===== src/rtl/muldiv_sched.sv =====
// -----------------------------------------------------------------------------
// muldiv_sched
//
// Purpose
//   Sequences one mult/multu/div/divu instruction from the EX stage onto an
//   external multi-cycle multiplier or divider. While the unit works, the
//   pipeline is stalled. The 64-bit result is written to HI/LO for exactly one
//   cycle. A flush (annul) or a watchdog timeout abandons the operation
//   without a HI/LO write.
//
// Ports
//   clk, resetn              clock, asynchronous active-low reset
//   req_valid/op/src1/src2   instruction offered by EX (op: 00 mult, 01 multu,
//                            10 div, 11 divu)
//   annul                    flush of the EX instruction
//   stallreq                 stall request to the pipeline stall controller
//   mul_start/signed/a/b     multiplier controls and operands
//   mul_ready/result         multiplier done flag and {hi,lo}
//   div_start/signed/annul   divider controls
//   div_op1/op2              dividend / divisor
//   div_ready/result         divider done flag and {remainder,quotient}
//   hilo_we, hi/lo_wdata     HI/LO write port
//   timeout_err              sticky abort flag, cleared only by reset
//   o_dbg_state              current FSM state (0 IDLE, 1 MUL_RUN, 2 DIV_RUN,
//                            3 DONE)
//
// Handshake
//   A request is accepted on a rising edge where the FSM is IDLE, req_valid=1
//   and annul=0; stallreq is high in that same cycle so EX holds the
//   instruction until the result is ready. Towards a unit, start is a level
//   held high for the whole RUN phase; the first cycle with that unit's
//   ready=1 (and no annul) delivers the result, and start drops the next
//   cycle. Requests seen outside IDLE are ignored.
// -----------------------------------------------------------------------------
module muldiv_sched #(
    parameter int TIMEOUT = 63
) (
    input  logic        clk,
    input  logic        resetn,
    input  logic        req_valid,
    input  logic [1:0]  req_op,
    input  logic [31:0] req_src1,
    input  logic [31:0] req_src2,
    input  logic        annul,
    output logic        stallreq,
    output logic        mul_start,
    output logic        mul_signed,
    output logic [31:0] mul_a,
    output logic [31:0] mul_b,
    input  logic        mul_ready,
    input  logic [63:0] mul_result,
    output logic        div_start,
    output logic        div_signed,
    output logic        div_annul,
    output logic [31:0] div_op1,
    output logic [31:0] div_op2,
    input  logic        div_ready,
    input  logic [63:0] div_result,
    output logic        hilo_we,
    output logic [31:0] hi_wdata,
    output logic [31:0] lo_wdata,
    output logic        timeout_err,
    output logic [1:0]  o_dbg_state
);

    localparam logic [1:0] S_IDLE    = 2'd0;
    localparam logic [1:0] S_MUL_RUN = 2'd1;
    localparam logic [1:0] S_DIV_RUN = 2'd2;
    localparam logic [1:0] S_DONE    = 2'd3;

    logic [1:0]  r_state;
    logic [1:0]  w_next;
    logic [1:0]  r_op;
    logic [31:0] r_src1;
    logic [31:0] r_src2;
    logic [63:0] r_result;
    logic [5:0]  r_cnt;
    logic        r_timeout_err;

    logic        w_accept;
    logic        w_div_zero;
    logic        w_in_run;
    logic        w_ready;
    logic        w_tmo;

    assign w_accept   = (r_state == S_IDLE) && req_valid && !annul;
    assign w_div_zero = req_op[1] && (req_src2 == 32'd0);
    assign w_in_run   = (r_state == S_MUL_RUN) || (r_state == S_DIV_RUN);
    // The latched op selects which unit's done flag we are waiting on.
    assign w_ready    = w_in_run && (r_op[1] ? div_ready : mul_ready);
    // The counter holds the number of RUN cycles already completed, so the
    // abort fires in the TIMEOUT-th RUN cycle. annul and ready take priority.
    assign w_tmo      = w_in_run && !annul && !w_ready &&
                        (({1'b0, r_cnt} + 7'd1) == 7'(TIMEOUT));

    // ---------------- state register ----------------
    always_ff @(posedge clk or negedge resetn) begin
        if (!resetn) begin
            r_state <= S_IDLE;
        end else begin
            r_state <= w_next;
        end
    end

    // ---------------- next-state logic ----------------
    always_comb begin
        w_next = r_state;
        case (r_state)
            S_IDLE: begin
                if (w_accept) begin
                    if (!req_op[1]) begin
                        w_next = S_MUL_RUN;
                    end else if (w_div_zero) begin
                        // Zero divisor never reaches the divider.
                        w_next = S_DONE;
                    end else begin
                        w_next = S_DIV_RUN;
                    end
                end
            end
            S_MUL_RUN, S_DIV_RUN: begin
                if (annul || w_tmo) begin
                    w_next = S_IDLE;
                end else if (w_ready) begin
                    w_next = S_DONE;
                end
            end
            S_DONE: begin
                w_next = S_IDLE;
            end
            default: begin
                w_next = S_IDLE;
            end
        endcase
    end

    // ---------------- datapath registers ----------------
    always_ff @(posedge clk or negedge resetn) begin
        if (!resetn) begin
            r_op          <= 2'd0;
            r_src1        <= 32'd0;
            r_src2        <= 32'd0;
            r_result      <= 64'd0;
            r_cnt         <= 6'd0;
            r_timeout_err <= 1'b0;
        end else begin
            if (w_accept) begin
                r_op   <= req_op;
                r_src1 <= req_src1;
                r_src2 <= req_src2;
                r_cnt  <= 6'd0;
                if (w_div_zero) begin
                    r_result <= {req_src1, 32'hFFFF_FFFF};
                end
            end
            if (w_in_run) begin
                r_cnt <= r_cnt + 6'd1;
                if (w_ready && !annul) begin
                    r_result <= r_op[1] ? div_result : mul_result;
                end
            end
            if (w_tmo) begin
                r_timeout_err <= 1'b1;
            end
        end
    end

    // ---------------- outputs ----------------
    always_comb begin
        // stallreq depends on live inputs, so it is gated by reset explicitly.
        stallreq   = resetn && (w_accept || w_in_run);
        mul_start  = 1'b0;
        mul_signed = 1'b0;
        mul_a      = 32'd0;
        mul_b      = 32'd0;
        div_start  = 1'b0;
        div_signed = 1'b0;
        div_annul  = 1'b0;
        div_op1    = 32'd0;
        div_op2    = 32'd0;
        hilo_we    = 1'b0;
        hi_wdata   = 32'd0;
        lo_wdata   = 32'd0;
        case (r_state)
            S_MUL_RUN: begin
                mul_start  = 1'b1;
                mul_signed = ~r_op[0];
                mul_a      = r_src1;
                mul_b      = r_src2;
            end
            S_DIV_RUN: begin
                div_start  = 1'b1;
                div_signed = ~r_op[0];
                div_op1    = r_src1;
                div_op2    = r_src2;
                div_annul  = annul || w_tmo;
            end
            S_DONE: begin
                if (!annul) begin
                    hilo_we  = 1'b1;
                    hi_wdata = r_result[63:32];
                    lo_wdata = r_result[31:0];
                end
            end
            default: begin
            end
        endcase
    end

    assign timeout_err = r_timeout_err;
    assign o_dbg_state = r_state;

endmodule


===== config.mk =====
export PLATFORM = sky130hd
export DESIGN_NAME = muldiv_sched
export DESIGN_NICKNAME = d
export VERILOG_FILES = /design/src/rtl/muldiv_sched.sv
export SDC_FILE = /design/constraint.sdc
export NUM_CORES = 1
export LEC_CHECK = 0
export CELL_PAD_IN_SITES_DETAIL_PLACEMENT = 0
export CELL_PAD_IN_SITES_GLOBAL_PLACEMENT = 2
export CORE_MARGIN = 5
export CORE_UTILIZATION = 23
export CTS_CLUSTER_SIZE = 30
export DETAILED_ROUTE_END_ITERATION = 8
export GPL_ROUTABILITY_DRIVEN = 0
export GPL_TIMING_DRIVEN = 0
export PLACE_DENSITY = 0.83
export SLEW_MARGIN = 20
export SYNTH_ARGS = -nofsm -noshare
export SYNTH_HDL_FRONTEND = slang
export SYNTH_SLANG_ARGS = --single-unit

===== constraint.sdc =====
create_clock -name clk -period 2.7 [get_ports clk]
set_input_delay 0.405 -clock clk [delete_from_list [all_inputs] [get_ports clk]]
set_output_delay 0.405 -clock clk [all_outputs]
set_load 0.05 [all_outputs]

==> impl_metrics.toml <==
[status]
outcome = "finished, final reports clean"

[cts]
cts_sinks = 139
clk_pin_slew_worst_paths_ns = 0.07
cts_tree = "done"
htree_levels = 4
clock_latency_ns = 0.42
clockBufferDepth = 2
clockRootBuffer = "clkbuf_16"
numCtsBuffers = 17

[cells_and_area]
final_core_util = 0.3765
register_area_um2 = 3478
drive_above_1_share = 0.2677
diodes = 0
fin_nets = 1494
multi_input_area_um2 = 4237
syn2layout_area_growth_pct = 62.13
nFillCells = 3572

[floorplan]
start_util = 0.2322
ios = 402
rows = 68
dieArea_um2 = 38620
core_um2 = 34460
die_w_um = 196.5
dieHeight_um = 196.5

[synth]
ys_warn_count = 0
synthTopCellsByArea = "dfrtp_1 43%, and2_1 15%, mux2_2 14%"
synth_top_area_cell = "dfrtp_1"
yosys.area.top_type_share = 0.4346
synth_area_um2 = 8003
synthArstFlopShare = 1.000
syn-num-nets = 1067
synth-seq-cells = 139
avgSynthCellArea_um2 = 9.295
ys_types = 40
synth_edf_count = 0
synth.most_common_cell = "nand2_1"
synth_cells = 861
seq_area_frac_synth = 0.4346
yosys_most_used_dff = "dfrtp_1"
synthTopCellsByCount = "206 x nand2_1, 192 x and2_1, 139 x dfrtp_1"

[sta]
period_needed_ns = 2.602
finalHoldViolCount = 0
tightest_slew_ns = 0.7466
max_freq_ghz = 0.3843
finClkSkew_ns = 0.01390
drv_slew = 0
finalSetupTns_ns = 0
setup_viol = 0
min_period_over_period = 0.9638
maxSlewHeadroom = 0.5022

[route]
wl_um = 34760
viasPerCell = 4.295
route.detailed.drc = 0
ant_nets = 0
drt_iter0_drc = 243
vias = 7538
first_pass_iters = 4
wl_per_cell_um = 19.80

[worst_setup_path]
cp.buffers_inverters = 3
max_stage_delay_ns = 0.38
path_delay_family = "buffers and inverters"
crit_type = "flop to output pin"
startpoint_type = "flop"
crit_chain = "inv_1 > ha_1 > clkbuf_4 > nor2b_2 > nand2_1 > a211oi_2 > o21a_1 > buf_4"
slowest_stage = "dfrtp_1"
crit_required_ns = 2.30
crit_arrival_ns = 2.20
path_max_fanout = 9
end_kind = "output pin"

[pwr]
ir_drop_v = 0.0004689
powerDensity_nw_per_um2 = 1090
switching_share = 0.4725
internal_power_mw = 7.463
p_leak_nw = 6.034
p_switching_mw = 6.685
clkPwrFrac = 0.174
p_seq_frac = 0.263
power_frac_comb = 0.562

[grt]
grt_pass1_vias = 8015
grt_pass1_wl_um = 51430
antenna_found_initial = 0
grt_util_all_layers = 0.1755
overflow = 0
grt_max_degree = 81

[hold_path]
hold_class = "flop to flop"

[place]
hpwl_um = 26890
numPortBuffers = 401

[flow_run]
maxCapViolations = 0
routing by layer:
metal  vias to the layer above  track usage  part of all wire
met5                         -            0                 0
met4                         0      0.03724             0.014
met3                        22      0.05829             0.073
met2                       266       0.3032              0.48
met1                      3569       0.2140              0.43
li1                       3681            -                 -
final cells by class:
cell class / count / share of cell area
inverters: 5 / 0.001446
multi-input cells: 657 / 0.3265
clock buffers: 19 / 0.03337
repair buffers: 409 / 0.2870
well taps: 455 / 0.04388
plain buffers: 59 / 0.02719
flip-flops and latches: 139 / 0.2681
clock inverters: 12 / 0.01254
sequential cells by signal (all words and copies together) (netlist names):
name and flops:
r_src2 32, r_result 64, timeout_err 1, r_op 2, r_src1 32, r_cnt 6
o_dbg_state 2
worst register-to-register path, stage by stage, from the launching register on:
cell and delay [ns]:
dfrtp_1 0.38, inv_1 0.09, ha_1 0.27, clkbuf_4 0.19, nand2b_1 0.12, nor2_4 0.37, buf_2 0.32, buf_1 0.44
a22oi_1 0.14
worst paths after layout:
| kind | startpoint | to | slack, ns | depth (start not counted) |
|---|---|---|---|---|
| max | o_dbg_state[1] | div_annul | 0.1 | 8 |
| min | r_src1[24] | r_src1[24] | 0.48 | 2 |
| max reg2reg | o_dbg_state[1] | r_result[9] | 0.22 | 8 |
| min reg2reg | r_src1[24] | r_src1[24] | 0.48 | 2 |
| max in group asynchronous | resetn | r_result[59] | 1.41 | 3 |
| min in group asynchronous | resetn | r_src2[24] | 0.49 | 2 |
cell families after synthesis:
kind of cell | count (synthesis) | synth area share
and+or+nand+nor | 469 | 0.2944
DFF | 139 | 0.4346
muxes | 129 | 0.1768
buffers and inverters | 65 | 0.03783
AOI/OAI and AO/OA | 52 | 0.04581
adders and majority gates | 6 | 0.009381
xor gates and xnor gates | 1 | 0.001095
power by group through the flow:
stage / Clock (mW) / Sequential, mW / Combinational (mW)
after global placement: 0 / 3.75 / 8.28
after global routing: 2.64 / 3.87 / 8.55
after CTS: 2.55 / 3.75 / 8.05
final: 2.47 / 3.73 / 7.96
after detailed placement: 0 / 3.77 / 8.34
after floorplan: 0 / 3.56 / 5.50
timing repair:
action	in CTS	in global routing
pin swaps	0	2
gates cloned	0	0
hold buffers	1	0
endpoints found under the setup margin	217	145
gates resized for setup	730	33
setup buffers	0	6
hold endpoints to repair	59	0
through the flow:
step | area (µm²) | total power [mW] | cells | worst slack, ns | hold slack (ns)
after floorplan | 8003 | 9.052 | 861 | 0.01545 | 0.1094
after CTS | 12990 | 14.35 | 1750 | -0.05687 | 0.4823
final | 12970 | 14.15 | 1755 | 0.09765 | 0.4805
after global placement | 12590 | 12.03 | 1717 | -4.939 | 0.4561
after global routing | 12970 | 15.06 | 1755 | -0.02338 | 0.4960
after detailed placement | 12620 | 12.11 | 1718 | -1.303 | 0.3820
placed cells by master, fill, tap and decap left out, types with 3 or more instances in the layout:
master / n
and2_1: 192
mux2i_1: 32
clkbuf_1: 14
clkdlybuf4s15_2: 60
buf_2: 92
nor2b_1: 4
nor2_1: 36
clkbuf_4: 9
dfrtp_1: 139
nor4_1: 8
mux2_2: 96
nand3b_1: 3
dlygate4sd2_1: 18
buf_6: 5
nand3_1: 4
bufinv_16: 3
clkdlybuf4s18_2: 16
inv_6: 4
nand2_1: 206
ha_1: 5
buf_4: 11
o21ai_0: 9
clkbuf_2: 16
clkdlybuf4s50_1: 203
buf_1: 5
a22oi_1: 33
inv_1: 5
clkbuf_16: 17
clkdlybuf4s15_1: 16
Note: power is estimated with default switching activity, not from simulation.
